<file path="config.mk">
export PLATFORM = sky130hd
export DESIGN_NAME = serial_frame_gen_flat
export DESIGN_NICKNAME = d
export VERILOG_FILES = /design/src/rtl/serial_frame_gen_pkg.sv /design/src/rtl/serial_frame_gen_if.sv /design/src/rtl/serial_frame_gen_bit_period_ctr.sv /design/src/rtl/serial_frame_gen.sv /design/src/flat_wrapper.sv
export SDC_FILE = /design/constraint.sdc
export NUM_CORES = 1
export LEC_CHECK = 0
export BUFFER_PORTS_ARGS = -buffer_cell sky130_fd_sc_hd__buf_2
export CAP_MARGIN = 20
export CORE_MARGIN = 4
export CORE_UTILIZATION = 55
export CTS_CLUSTER_DIAMETER = 200
export DETAILED_ROUTE_END_ITERATION = 16
export GPL_TIMING_DRIVEN = 0
export PLACE_DENSITY = 0.77
export SETUP_SLACK_MARGIN = 0.2
export SLEW_MARGIN = 0
export SYNTH_ARGS = -nofsm -noshare
export SYNTH_HDL_FRONTEND = slang
export SYNTH_SLANG_ARGS = --single-unit
</file>
<file path="constraint.sdc">
create_clock -name clk -period 3.1 [get_ports clk]
set_input_delay 0 -clock clk [delete_from_list [all_inputs] [get_ports clk]]
set_output_delay 0 -clock clk [all_outputs]
set_load 0.03 [all_outputs]
</file>
<file path="src/rtl/serial_frame_gen_pkg.sv">
// Shared types and constants for the serial frame generator.
// Build option PARITY_EN adds an even-parity bit between the data bits and the stop bit.
package serial_frame_pkg;

    typedef enum logic [2:0] {
        IDLE   = 3'd0,
        START  = 3'd1,
        DATA   = 3'd2,
        PARITY = 3'd3,
        STOP   = 3'd4
    } state_e;

    localparam logic LINE_IDLE = 1'b1;
    localparam logic START_BIT = 1'b0;
    localparam logic STOP_BIT  = 1'b1;

    // Bits per frame: start + payload (+ parity) + stop.
    function automatic int frame_bits(input int data_w);
`ifdef PARITY_EN
        return data_w + 3;
`else
        return data_w + 2;
`endif
    endfunction

endpackage

</file>
<file path="src/rtl/serial_frame_gen_if.sv">
// Word-in / bit-out bundle of the serial frame generator, plus a state debug tap.
// Build option PARITY_EN changes only the frame length, not this bundle.
interface serial_frame_gen_if #(
    parameter int DATA_W = 8
);
    import serial_frame_pkg::*;

    // Handshake: a word is accepted on a rising clk edge where din_vld and din_rdy
    // are both 1. The source keeps din and din_vld stable until that edge;
    // din_vld while din_rdy is 0 has no effect. din_rdy never depends on din_vld.
    logic [DATA_W-1:0] din;
    logic              din_vld;
    logic              din_rdy;
    logic              ser_out;
    logic              shift_o;
    state_e            dbg_state;

    modport master (
        output din, din_vld,
        input  din_rdy, ser_out, shift_o, dbg_state
    );

    modport slave (
        input  din, din_vld,
        output din_rdy, ser_out, shift_o, dbg_state
    );

endinterface

</file>
<file path="src/rtl/serial_frame_gen_bit_period_ctr.sv">
// Bit-period timer: counts DIV clocks per bit while the frame generator is active.
// first = a new bit period starts next clock, last = this is the final clock of a period.
module bit_period_ctr #(
    parameter int DIV = 4
) (
    input  logic clk,
    input  logic rst,
    input  logic run,
    output logic first,
    output logic last
);

    localparam int CW = (DIV > 1) ? $clog2(DIV) : 1;
    localparam logic [CW-1:0] CNT_LAST = CW'(DIV - 1);

    logic [CW-1:0] div_cnt_q;
    logic          active_q;
    logic          wrap;

    assign wrap  = (div_cnt_q == CNT_LAST);
    assign last  = active_q && wrap;
    // run is the generator's next-state activity, so a period starting after idle is seen here too.
    assign first = run && (!active_q || wrap);

    always_ff @(posedge clk) begin
        if (rst) begin
            div_cnt_q <= '0;
            active_q  <= 1'b0;
        end else if (!run) begin
            div_cnt_q <= '0;
            active_q  <= 1'b0;
        end else begin
            active_q  <= 1'b1;
            div_cnt_q <= (!active_q || wrap) ? '0 : div_cnt_q + CW'(1);
        end
    end

endmodule

</file>
<file path="src/rtl/serial_frame_gen.sv">
// Serialises accepted words into start / MSB-first data / stop frames with an active-low load strobe.
// Define PARITY_EN to insert an even-parity bit (^din at accept) before the stop bit.
module serial_frame_gen
    import serial_frame_pkg::*;
#(
    parameter int DATA_W = 8,
    parameter int DIV    = 4
) (
    input  logic              clk,
    input  logic              rst,
    serial_frame_gen_if.slave bus
);

    localparam int BW = $clog2(DATA_W + 1);
    localparam logic [BW-1:0] LAST_BIT = BW'(DATA_W - 1);

    state_e            state_q, state_d;
    logic [DATA_W-1:0] shreg_q;
    logic [BW-1:0]     bit_cnt_q;
    logic              ser_out_q;
    logic              shift_q;
    logic              run, first, last;
    logic              din_rdy, accept;
`ifdef PARITY_EN
    logic              parity_q;
`endif

    assign din_rdy = (state_q == IDLE) || (state_q == STOP && last);
    assign accept  = bus.din_vld && din_rdy;
    assign run     = (state_d != IDLE);

    bit_period_ctr #(.DIV(DIV)) u_bit_period_ctr (
        .clk   (clk),
        .rst   (rst),
        .run   (run),
        .first (first),
        .last  (last)
    );

    always_comb begin
        state_d = state_q;
        case (state_q)
            IDLE:   if (accept) state_d = START;
            START:  if (last) state_d = DATA;
            DATA: begin
                if (last && bit_cnt_q == LAST_BIT) begin
`ifdef PARITY_EN
                    state_d = PARITY;
`else
                    state_d = STOP;
`endif
                end
            end
`ifdef PARITY_EN
            PARITY: if (last) state_d = STOP;
`endif
            STOP:   if (last) state_d = accept ? START : IDLE;
            default: state_d = IDLE;
        endcase
    end

    always_ff @(posedge clk) begin
        if (rst) begin
            state_q   <= IDLE;
            shreg_q   <= '0;
            bit_cnt_q <= '0;
            ser_out_q <= LINE_IDLE;
            shift_q   <= 1'b1;
`ifdef PARITY_EN
            parity_q  <= 1'b0;
`endif
        end else begin
            state_q <= state_d;
            shift_q <= ~first;
            if (accept) begin
                shreg_q <= bus.din;
`ifdef PARITY_EN
                parity_q <= ^bus.din;
`endif
            end
            // Output bit and data bookkeeping change only at a bit-period boundary.
            if (first) begin
                bit_cnt_q <= (state_q == DATA && state_d == DATA) ? bit_cnt_q + BW'(1) : '0;
                case (state_d)
                    START:  ser_out_q <= START_BIT;
                    DATA: begin
                        ser_out_q <= shreg_q[DATA_W-1];
                        shreg_q   <= shreg_q << 1;
                    end
`ifdef PARITY_EN
                    PARITY: ser_out_q <= parity_q;
`endif
                    STOP:   ser_out_q <= STOP_BIT;
                    default: ser_out_q <= LINE_IDLE;
                endcase
            end else if (state_d == IDLE) begin
                ser_out_q <= LINE_IDLE;
                bit_cnt_q <= '0;
            end
        end
    end

    assign bus.din_rdy   = din_rdy;
    assign bus.ser_out   = ser_out_q;
    assign bus.shift_o   = shift_q;
    assign bus.dbg_state = state_q;

endmodule

</file>
<file path="src/flat_wrapper.sv">
// flat-port wrapper written by rule: the top's interface ports become plain ports
module serial_frame_gen_flat import serial_frame_pkg::*;
#(
    parameter int DATA_W = 8,
    parameter int DIV    = 4
)
  (clk, rst, bus_din, bus_din_vld, bus_din_rdy, bus_ser_out, bus_shift_o, bus_dbg_state);
  serial_frame_gen_if #(.DATA_W(DATA_W)) bus_i ();
  input  logic clk;
  input  logic rst;
  input wire logic [$bits(bus_i.din)-1:0] bus_din;
  input wire logic [$bits(bus_i.din_vld)-1:0] bus_din_vld;
  output wire logic [$bits(bus_i.din_rdy)-1:0] bus_din_rdy;
  output wire logic [$bits(bus_i.ser_out)-1:0] bus_ser_out;
  output wire logic [$bits(bus_i.shift_o)-1:0] bus_shift_o;
  output wire logic [$bits(bus_i.dbg_state)-1:0] bus_dbg_state;
  assign bus_i.din = bus_din;
  assign bus_i.din_vld = bus_din_vld;
  assign bus_din_rdy = bus_i.din_rdy;
  assign bus_ser_out = bus_i.ser_out;
  assign bus_shift_o = bus_i.shift_o;
  assign bus_dbg_state = bus_i.dbg_state;
  serial_frame_gen #(.DATA_W(DATA_W), .DIV(DIV)) u_core (.clk(clk), .rst(rst), .bus(bus_i));
endmodule
</file>
==> summary.txt, run 1 <==
# Max-Cap Violations -> 0
CTS buffer count -> 3
# H-tree levels -> 1
Routed WL -> 2090 um
Leading cell types by total area after synthesis -> dfxtp_1 (40%), mux2i_1 (7.1%), o31ai_1 (6.8%), a21oi_1 (4.0%), nand2_1 (3.0%)
Sequential element share of the synthesized area -> 40.4%
Drt pass-1 iters -> 4
Critical Path AT -> 2.23 ns
Final TNS setup -> 0 ns
Starting density of the core -> 58.0%
Max VDD drop -> 0.000326 V
Rel. slew slack -> 51.7%
#FFs+latches synth -> 20
Flop-to-flop setup slack -> 1.08 ns
Die Wd -> 50.4 um
Syn_area_per_cell -> 9.35 um^2
Synthesized area -> 991 um^2
Worst R2R Start -> u_core.u_bit_period_ctr.div_cnt_q[0]
Routed wire per std cell -> 13.4 um
Clock insertion delay at the later pin of the skew report -> 0.30 ns
Initial DRC count -> 14
Post-CTS setup repair buffer count -> 0
HP Class -> in -> reg
Largest net degree at the start of global routing -> 12
Worst Hold End -> u_core.shreg_q[5]
Req. time, crit path -> 3.31 ns
Post-DP HPWL -> 1500 um
Fin Hold WS -> 0.000548 ns
YS warnings -> 0
Fin cells -> 156
Pwr Density -> 415 nW/um^2
Antenna violations before repair -> 0
Worst reg2reg endpoint -> u_core.shreg_q[0]
Status -> finished clean
Placed insts -> 146
Via count -> 919
RePlAce Congestion -> 0.881
CTS tree -> built
Die footprint -> 2540 um^2
Drt via density -> 5.89
CP Launch Type -> flip-flop
Total track usage -> 18.6%
First-pass GRT wire length -> 3630 um
Reg2Reg Depth -> 6
Die Y -> 50.4 um
Crit-path max cell delay -> 0.50 ns
LEAKAGE -> 0.000507 uW
Area grow syn2layout -> 20.5%
Post-Syn Instances -> 106
CP Capture Type -> flip-flop
Number of global-route vias before repair -> 851
Hold path cells -> 3
Core area -> 1710 um^2
Layout cells sized above 1 -> 19.8%
Synthesized Nets -> 119
Unique cell type count in the Yosys netlist -> 40
Port Buffers -> 15
Row cnt -> 15
Routed Antenna Nets -> 0
# setup viols final -> 0
Slew Limit Fails -> 0
Period minus WS final -> 2.02 ns
Share of the synthesized area in the top cell type -> 40.4%
CTS Sinks -> 20
Slowest CP cell -> or4b_4
Final worst path period share -> 65.2%
Antenna diodes -> 0
Crit Path Category -> reg -> reg
HP Start -> bus_din[5]
RSZ-0062 raised after global routing -> no
Worst Path Max Fanout -> 8
DRC -> 0
Fin util -> 69.9%
Clock Tree Root -> clkbuf_4
Max Freq -> 495 MHz
Yosys top cell by area -> dfxtp_1
Clock skew -> 0.00299 ns
Max Buffers Root-to-Sink -> 2
Final hold vios -> 0
Crit-path cells -> ha_1 -> a21boi_2 -> or4b_4 -> buf_6 -> mux2_4 -> and3_1
Grt total ovfl -> 0
CTS clk-pin slew, worst paths -> 0.12 ns
Worst slew pin tran -> 0.721 ns
Ports -> 17
Nets -> 145
-- flip-flops by register name, summed over array words and instances (netlist names) --
signal and count:
u_core.bus.ser_out 1, u_core.bit_cnt_q 4, u_core.u_bit_period_ctr.active_q 1, u_core.bus.dbg_state 3
u_core.u_bit_period_ctr.div_cnt_q 2, u_core.bus.shift_o 1, u_core.shreg_q 8
-- cells in the mapped netlist --
master,number
a2111o_1,1
a2111oi_0,2
a21boi_2,1
a21o_1,2
a21oi_1,8
a22o_1,1
a31o_1,1
a31oi_1,1
and2_1,1
and3_1,1
and4b_1,1
buf_2,2
buf_6,1
clkbuf_1,4
clkinv_1,1
dfxtp_1,20
ha_1,2
inv_1,1
maj3_1,1
mux2_2,1
mux2_4,1
mux2i_1,7
nand2_1,8
nand2b_1,3
nand3_1,3
nand4_1,1
nand4b_1,1
nor2_1,2
nor2b_1,2
nor3_1,5
nor3b_1,1
nor4_1,2
o21ai_0,1
o311ai_1,2
o31ai_1,9
or2_0,1
or2_1,1
or3_1,1
or4_1,1
or4b_4,1
-- through the flow --
step / power [uW] / instance area, um^2 / setup slack, ns
finish: 496 / 1190 / 1.08
floorplan: 323 / 991 / 1.23
detailed placement: 341 / 1100 / 1.09
global route: 516 / 1190 / 0.986
CTS: 498 / 1190 / 1.08
global placement: 340 / 1100 / 1.11
-- worst max path at each step --
stage	from	end	slack, ns	cells past startpoint
2_1_floorplan	u_core.u_bit_period_ctr.div_cnt_q[0]	u_core.shreg_q[0]	1.23	6
3_3_place_gp	u_core.u_bit_period_ctr.div_cnt_q[0]	u_core.shreg_q[0]	1.11	6
3_5_place_dp	u_core.u_bit_period_ctr.div_cnt_q[0]	u_core.shreg_q[0]	1.09	6
4_1_cts	u_core.u_bit_period_ctr.div_cnt_q[0]	u_core.shreg_q[0]	1.08	6
5_1_grt	u_core.u_bit_period_ctr.div_cnt_q[0]	u_core.shreg_q[0]	0.99	6
6_report	u_core.u_bit_period_ctr.div_cnt_q[0]	u_core.shreg_q[0]	1.08	6
-- report_power, final --
group	switching (uW)	internal, uW	total, uW
Combinational	33.4	31.5	64.9
Clock	83.1	71.6	155
Sequential	8.03	268	276
-- what timing repair did --
action	4_1_cts	5_1_grt
gates resized for setup	0	0
hold buffers	6	0
setup endpoints to repair	0	0
hold endpoints to repair	6	0
-- cells in the final DEF, fill, tap and decap left out, drive strengths merged, types with 3 or more instances in the layout --
| cell type | n |
|---|---|
| nand2b | 3 |
| nand2 | 8 |
| dfxtp | 20 |
| dlygate4sd3 | 6 |
| nand3 | 3 |
| mux2i | 7 |
| o31ai | 9 |
| buf | 18 |
| clkbuf | 8 |
| a21oi | 8 |
| nor3 | 5 |
-- worst max-delay path, delay by kind of cell, from the launching register on --
family                   cells  cell delay [ns]
flip-flops                   1             0.35
adder cells (fa/ha/maj)      1             0.30
buffers and inverters        1             0.16
multiplexers                 1             0.29
AO/OA/AOI/OAI                1             0.15
AND/OR/NAND/NOR              2             0.67
-- kinds of logic (layout without fill, tap and decap cells) --
kind of cell | Yosys count | in the layout | synth area share, %
AO/OA/AOI/OAI | 29 | 29 | 21.1
buffers and inverters | 9 | 34 | 4.42
multiplexers | 9 | 9 | 9.72
adder cells (fa/ha/maj) | 3 | 3 | 3.53
flip-flops | 20 | 20 | 40.4
AND/OR/NAND/NOR | 36 | 36 | 20.8
-- per-layer routing --
| layer | up-vias | part of all wire (%) | global-route usage (%) |
|---|---|---|---|
| li1 | 456 | - | - |
| met2 | 27 | 53 | 34.1 |
| met4 | 0 | 0.53 | 6.73 |
| met1 | 434 | 43 | 21.1 |
| met5 | - | 0 | 0 |
| met3 | 2 | 4.3 | 3.56 |
-- cell type report --
class	instances	area [um^2]
Multi-Input combinational cell	77	547
Inverter	2	7.51
Clock buffer	4	36.3
Timing Repair Buffer	21	135
Tap cell	25	31.3
Buffer	7	36.3
Sequential cell	20	400
Fill cell	140	514
(Power assumes the default switching activity.)
==> run 2: changes to the inputs <==
CORE_UTILIZATION = 53   (was 55)
PLACE_DENSITY = 0.75   (was 0.77)
clock period = 1.9 ns   (was 3.1 ns; I/O delays follow)
==> run 2 against run 1 <==
  * Clock skew decreased by 0.00079 ns
  * Largest cell class unchanged
  * Sequential power grew 64%
  * Design area grew 12%
  * Hold slack better by 0.028 ns
  * Power increased by 68%
  * Critical path type unchanged
  * Utilization is 6.7 points higher
==> summary.txt, run 2 (synthesis results as in run 1) <==
Commonest non-fill, non-tap cell in the layout -> buf_2
Antenna diodes -> 0
Ports -> 17
Antenna violations before repair -> 0
Drt pass-1 iters -> 4
Nets -> 153
Max VDD drop -> 0.000472 V
Clock insertion delay at the later pin of the skew report -> 0.31 ns
Rel. slew slack -> 73.2%
Die Wd -> 51.2 um
Post-DP HPWL -> 1520 um
Port Buffers -> 15
Max Freq -> 575 MHz
Final worst path period share -> 91.5%
Clock skew -> 0.00220 ns
Largest net degree at the start of global routing -> 12
CTS buffer count -> 3
DRC -> 0
Max FFs per register -> 8
Starting density of the core -> 56.8%
Initial DRC count -> 19
Largest reg by FF count -> u_core.shreg_q
Crit-path cells -> ha_4 -> a21boi_4 -> or4b_4 -> buf_8 -> mux2_4 -> and3_4
CP Capture Type -> flip-flop
P_sw -> 218 uW
Logic gate share of total power -> 15.2%
Crit Path Category -> reg -> reg
Total power -> 835 uW
Number of global-route vias before repair -> 906
HP Start -> bus_din_vld
Drt via density -> 5.82
Pwr Density -> 624 nW/um^2
Internal -> 617 uW
First-pass GRT wire length -> 3950 um
Final TNS setup -> 0 ns
Die footprint -> 2630 um^2
Flop-to-flop setup slack -> 0.16 ns
Grt total ovfl -> 0
Routed wire per std cell -> 15.5 um
Row cnt -> 15
Seq. cell area -> 413 um^2
Routed Antenna Nets -> 0
Total track usage -> 20.5%
Most frequent cells in the layout -> buf_2 (16), dfxtp_1 (14), o31ai_1 (9), nand2_1 (8), a21oi_1 (8)
Req. time, crit path -> 2.12 ns
LEAKAGE -> 0.000556 uW
Clock power share -> 30.7%
Routed WL -> 2540 um
Period minus WS final -> 1.74 ns
Area taken by multi-input logic gates -> 593 um^2
Worst R2R Start -> u_core.u_bit_period_ctr.div_cnt_q[1]
Worst Path Max Fanout -> 2
Worst Setup SP -> u_core.u_bit_period_ctr.div_cnt_q[1]
RSZ-0062 raised after global routing -> yes
Fill cells -> 128
Max Buffers Root-to-Sink -> 2
CP Launch Type -> flip-flop
Final hold vios -> 0
Critical Path AT -> 1.96 ns
Sequential Power Share -> 54.1%
# H-tree levels -> 1
CTS clk-pin slew, worst paths -> 0.12 ns
Slowest CP cell -> or4b_4
CTS Sinks -> 20
Status -> finished clean
Crit-path max cell delay -> 0.49 ns
Fin Hold WS -> 0.0289 ns
Slew Limit Fails -> 0
Via count -> 955
HP Class -> in -> reg
Clock Tree Root -> clkbuf_4
Net Sw Frac -> 26.1%
Layout cells sized above 1 -> 33.1%
# setup viols final -> 0
Die Y -> 51.2 um
# Max-Cap Violations -> 0
Worst slew pin tran -> 0.392 ns
CTS tree -> built
Core area -> 1750 um^2
Area grow syn2layout -> 35.0%
RePlAce Congestion -> 0.822
-- run 2: changes by cell type in the layout (fill, tap and decap cells not counted), sizes merged --
cell and change:
buf +8, clkbuf -1, dlygate4sd3 +1
-- run 2: power by group through the flow --
stage / logic, uW / clock network, uW / registers [uW]
final: 126 / 257 / 452
after global routing: 137 / 280 / 455
after CTS: 118 / 265 / 451
after detailed placement: 98.6 / 0 / 461
after global placement: 96.0 / 0 / 460
after floorplan: 61.9 / 0 / 468
-- run 2: layout make-up --
type                            count  area share (%)
Multi-Input combinational cell     77            44.3
Sequential cell                    20            30.9
Timing Repair Buffer               29            15.3
Buffer                              7            3.84
Clock buffer                        4            2.71
Tap cell                           25            2.34
Inverter                            2           0.561
-- run 2: repair_timing --
| action | in CTS | in global routing |
|---|---|---|
| hold buffers | 6 | 1 |
| gates cloned | 0 | 0 |
| pin swaps | 3 | 6 |
| endpoints found under the setup margin | 9 | 11 |
| resized for setup | 6 | 7 |
| buffers inserted | 4 | 3 |
| hold endpoints to repair | 6 | 1 |
-- run 2: path summary, 6_finish.rpt --
path,cells past startpoint,endpoint
setup / recovery,6,u_core.shreg_q[0]
hold reg to reg,1,u_core.u_bit_period_ctr.div_cnt_q[0]
setup reg to reg,6,u_core.shreg_q[0]
hold / removal,3,u_core.bus.dbg_state[0]
-- run 2: per-layer routing --
metal | up-vias | track usage [%] | share of wire (%)
li1 | 466 | - | -
met1 | 449 | 24.1 | 42
met3 | 9 | 4.37 | 5.7
met5 | - | 0 | 0
met2 | 31 | 35.2 | 48
met4 | 0 | 9.61 | 4.3
-- run 2: metrics by stage --
step                      cells  util, %  cell area (um^2)  setup slack [ns]
final                       164     76.6              1340             0.162
after global routing        164     76.6              1340            0.0926
after CTS                   160     73.9              1290             0.150
after detailed placement    146     65.1              1140            0.0414
after global placement      146     65.1              1140            0.0686
after floorplan             106        -              1030             0.151
-- run 2: critical path: cells and delay by family, from the launching register on --
family | cells | cell delay, ns
AO/OA/AOI/OAI | 1 | 0.05
AND/OR/NAND/NOR | 2 | 0.66
flip-flops | 1 | 0.36
multiplexers | 1 | 0.29
adder cells (fa/ha/maj) | 1 | 0.15
buffers and inverters | 1 | 0.14
==> run 3: changes to the inputs <==
CELL_PAD_IN_SITES_DETAIL_PLACEMENT = 1   (was unset)
CELL_PAD_IN_SITES_GLOBAL_PLACEMENT = 1   (was unset)
CORE_UTILIZATION = 41   (was 53)
PLACE_DENSITY = 0.76   (was 0.75)
==> run 3 against run 2 <==
  * Via count increased by 0.10%
  * Fmax decreased by 1.4%
  * Routed wire length increased by 13%
  * Sequential share of layout area about the same
  * Clock power decreased by 5%
  * Critical endpoint unchanged
  * Count of clock-buffer cells in the layout unchanged
  * Global-route usage decreased by 2.6 points
  * Sequential cell count unchanged
  * Sequential power about the same
  * Setup slack got worse by 0.025 ns
==> summary.txt, run 3 (synthesis results as in run 1) <==
Crit Path Category -> reg -> reg
Hold path cells -> 3
Grt total ovfl -> 0
Largest reg by FF count -> u_core.shreg_q
Total track usage -> 17.9%
CTS clk-pin slew, worst paths -> 0.11 ns
First-pass GRT wire length -> 4610 um
Slew Limit Fails -> 0
Post-DP HPWL -> 1840 um
Worst slew pin tran -> 0.404 ns
Critical Path AT -> 1.97 ns
Layout cells sized above 1 -> 36.0%
# H-tree levels -> 1
Nets -> 153
Worst Path Max Fanout -> 3
Max VDD drop -> 0.000452 V
Drt via density -> 5.72
Drt pass-1 iters -> 4
Core area -> 2250 um^2
Total power -> 821 uW
CP Launch Type -> flip-flop
RePlAce Congestion -> 0.760
Logic gate share of total power -> 15.2%
Clock insertion delay at the later pin of the skew report -> 0.29 ns
Initial DRC count -> 29
Worst Setup SP -> u_core.u_bit_period_ctr.div_cnt_q[0]
Area grow syn2layout -> 34.1%
Placed cell area -> 1140 um^2
Clock skew -> 0.00128 ns
Period minus WS final -> 1.76 ns
Design Area, Final -> 1330 um^2
Status -> finished clean
Routed WL -> 2860 um
Final TNS setup -> 0 ns
Final worst path period share -> 92.8%
Reg2Reg Depth -> 6
Routed Antenna Nets -> 0
Max FFs per register -> 8
Die footprint -> 3270 um^2
Via count -> 956
Die Y -> 57.2 um
Max Freq -> 567 MHz
Pwr Density -> 618 nW/um^2
Clock power share -> 29.8%
Routed wire per std cell -> 17.1 um
Antenna violations before repair -> 0
LEAKAGE -> 0.000563 uW
Internal -> 614 uW
RSZ-0062 raised after global routing -> yes
# Max-Cap Violations -> 0
Number of global-route vias before repair -> 978
Net Sw Frac -> 25.1%
Port Buffers -> 15
Die Wd -> 57.2 um
Max Buffers Root-to-Sink -> 2
HP Class -> in -> reg
# setup viols final -> 0
DRC -> 0
Largest net degree at the start of global routing -> 12
Rel. slew slack -> 72.4%
CP Capture Type -> flip-flop
Sequential Power Share -> 55.1%
CTS Sinks -> 20
Commonest non-fill, non-tap cell in the layout -> buf_2
Req. time, crit path -> 2.10 ns
Final hold vios -> 0
Row cnt -> 17
Ports -> 17
Starting density of the core -> 44.0%
P_sw -> 206 uW
Worst reg2reg endpoint -> u_core.shreg_q[0]
CTS tree -> built
CTS buffer count -> 3
Critical path endpoint -> u_core.shreg_q[0]
Most frequent cells in the layout -> buf_2 (16), dfxtp_1 (14), buf_4 (10), o31ai_1 (9)
Clock Tree Root -> clkbuf_4
Flop-to-flop setup slack -> 0.14 ns
Antenna diodes -> 0
Worst R2R Start -> u_core.u_bit_period_ctr.div_cnt_q[0]
-- run 3: worst max-delay path, stage by stage (launching register included) --
cell and delay, ns:
dfxtp_2 0.36, ha_4 0.15, a21boi_4 0.06, or4b_4 0.50, buf_8 0.14, mux2_4 0.29
and3_4 0.17
-- run 3: worst min path at each step --
stage	from	to	slack [ns]
after floorplan	bus_din[1]	u_core.shreg_q[1]	0.20
after global placement	bus_din[7]	u_core.shreg_q[7]	0.29
after detailed placement	bus_din[5]	u_core.shreg_q[5]	0.30
after CTS	bus_din[2]	u_core.shreg_q[2]	0.004
after global routing	bus_din[2]	u_core.shreg_q[2]	-0.006
final	bus_din[4]	u_core.shreg_q[4]	0.004
-- run 3: final cells by class --
type	instances	area, um^2
buffer	7	52.6
clock buffer	4	36.3
fill	267	926
inverter	2	7.51
multi-input combinational	77	593
sequential	20	410
tap	28	35.0
timing repair buffer	29	194
-- run 3: power groups by stage --
stage | logic (uW) | clock network, uW | registers (uW)
after floorplan | 61.9 | 0 | 468
after global placement | 97.5 | 0 | 460
after detailed placement | 101 | 0 | 461
after CTS | 119 | 254 | 451
after global routing | 135 | 277 | 455
final | 125 | 244 | 452
-- run 3: per-layer routing --
layer  up-vias  track usage, %  wire (um)  share of wire, %
met5         -               0          0                 0
met4         0            5.30         21              0.73
met3         2            3.17         83               2.9
li1        466               -          -                 -
met1       479            21.8       1270                44
met2         9            31.8       1480                52
-- run 3: what timing repair did --
action	4_1_cts	5_1_grt
pin swaps	3	7
hold endpoints to repair	3	1
setup endpoints to repair	10	13
resized for setup	6	8
hold buffers	3	1
setup buffers	7	3
-- run 3: stage by stage --
step	setup WS, ns	hold slack (ns)	cells	utilization [%]
after floorplan	0.151	0.197	106	-
after global placement	0.0455	0.285	149	50.6
after detailed placement	0.0160	0.302	149	50.6
after CTS	0.120	0.00427	163	57.0
after global routing	0.110	-0.00627	167	58.9
final	0.137	0.00406	167	58.9
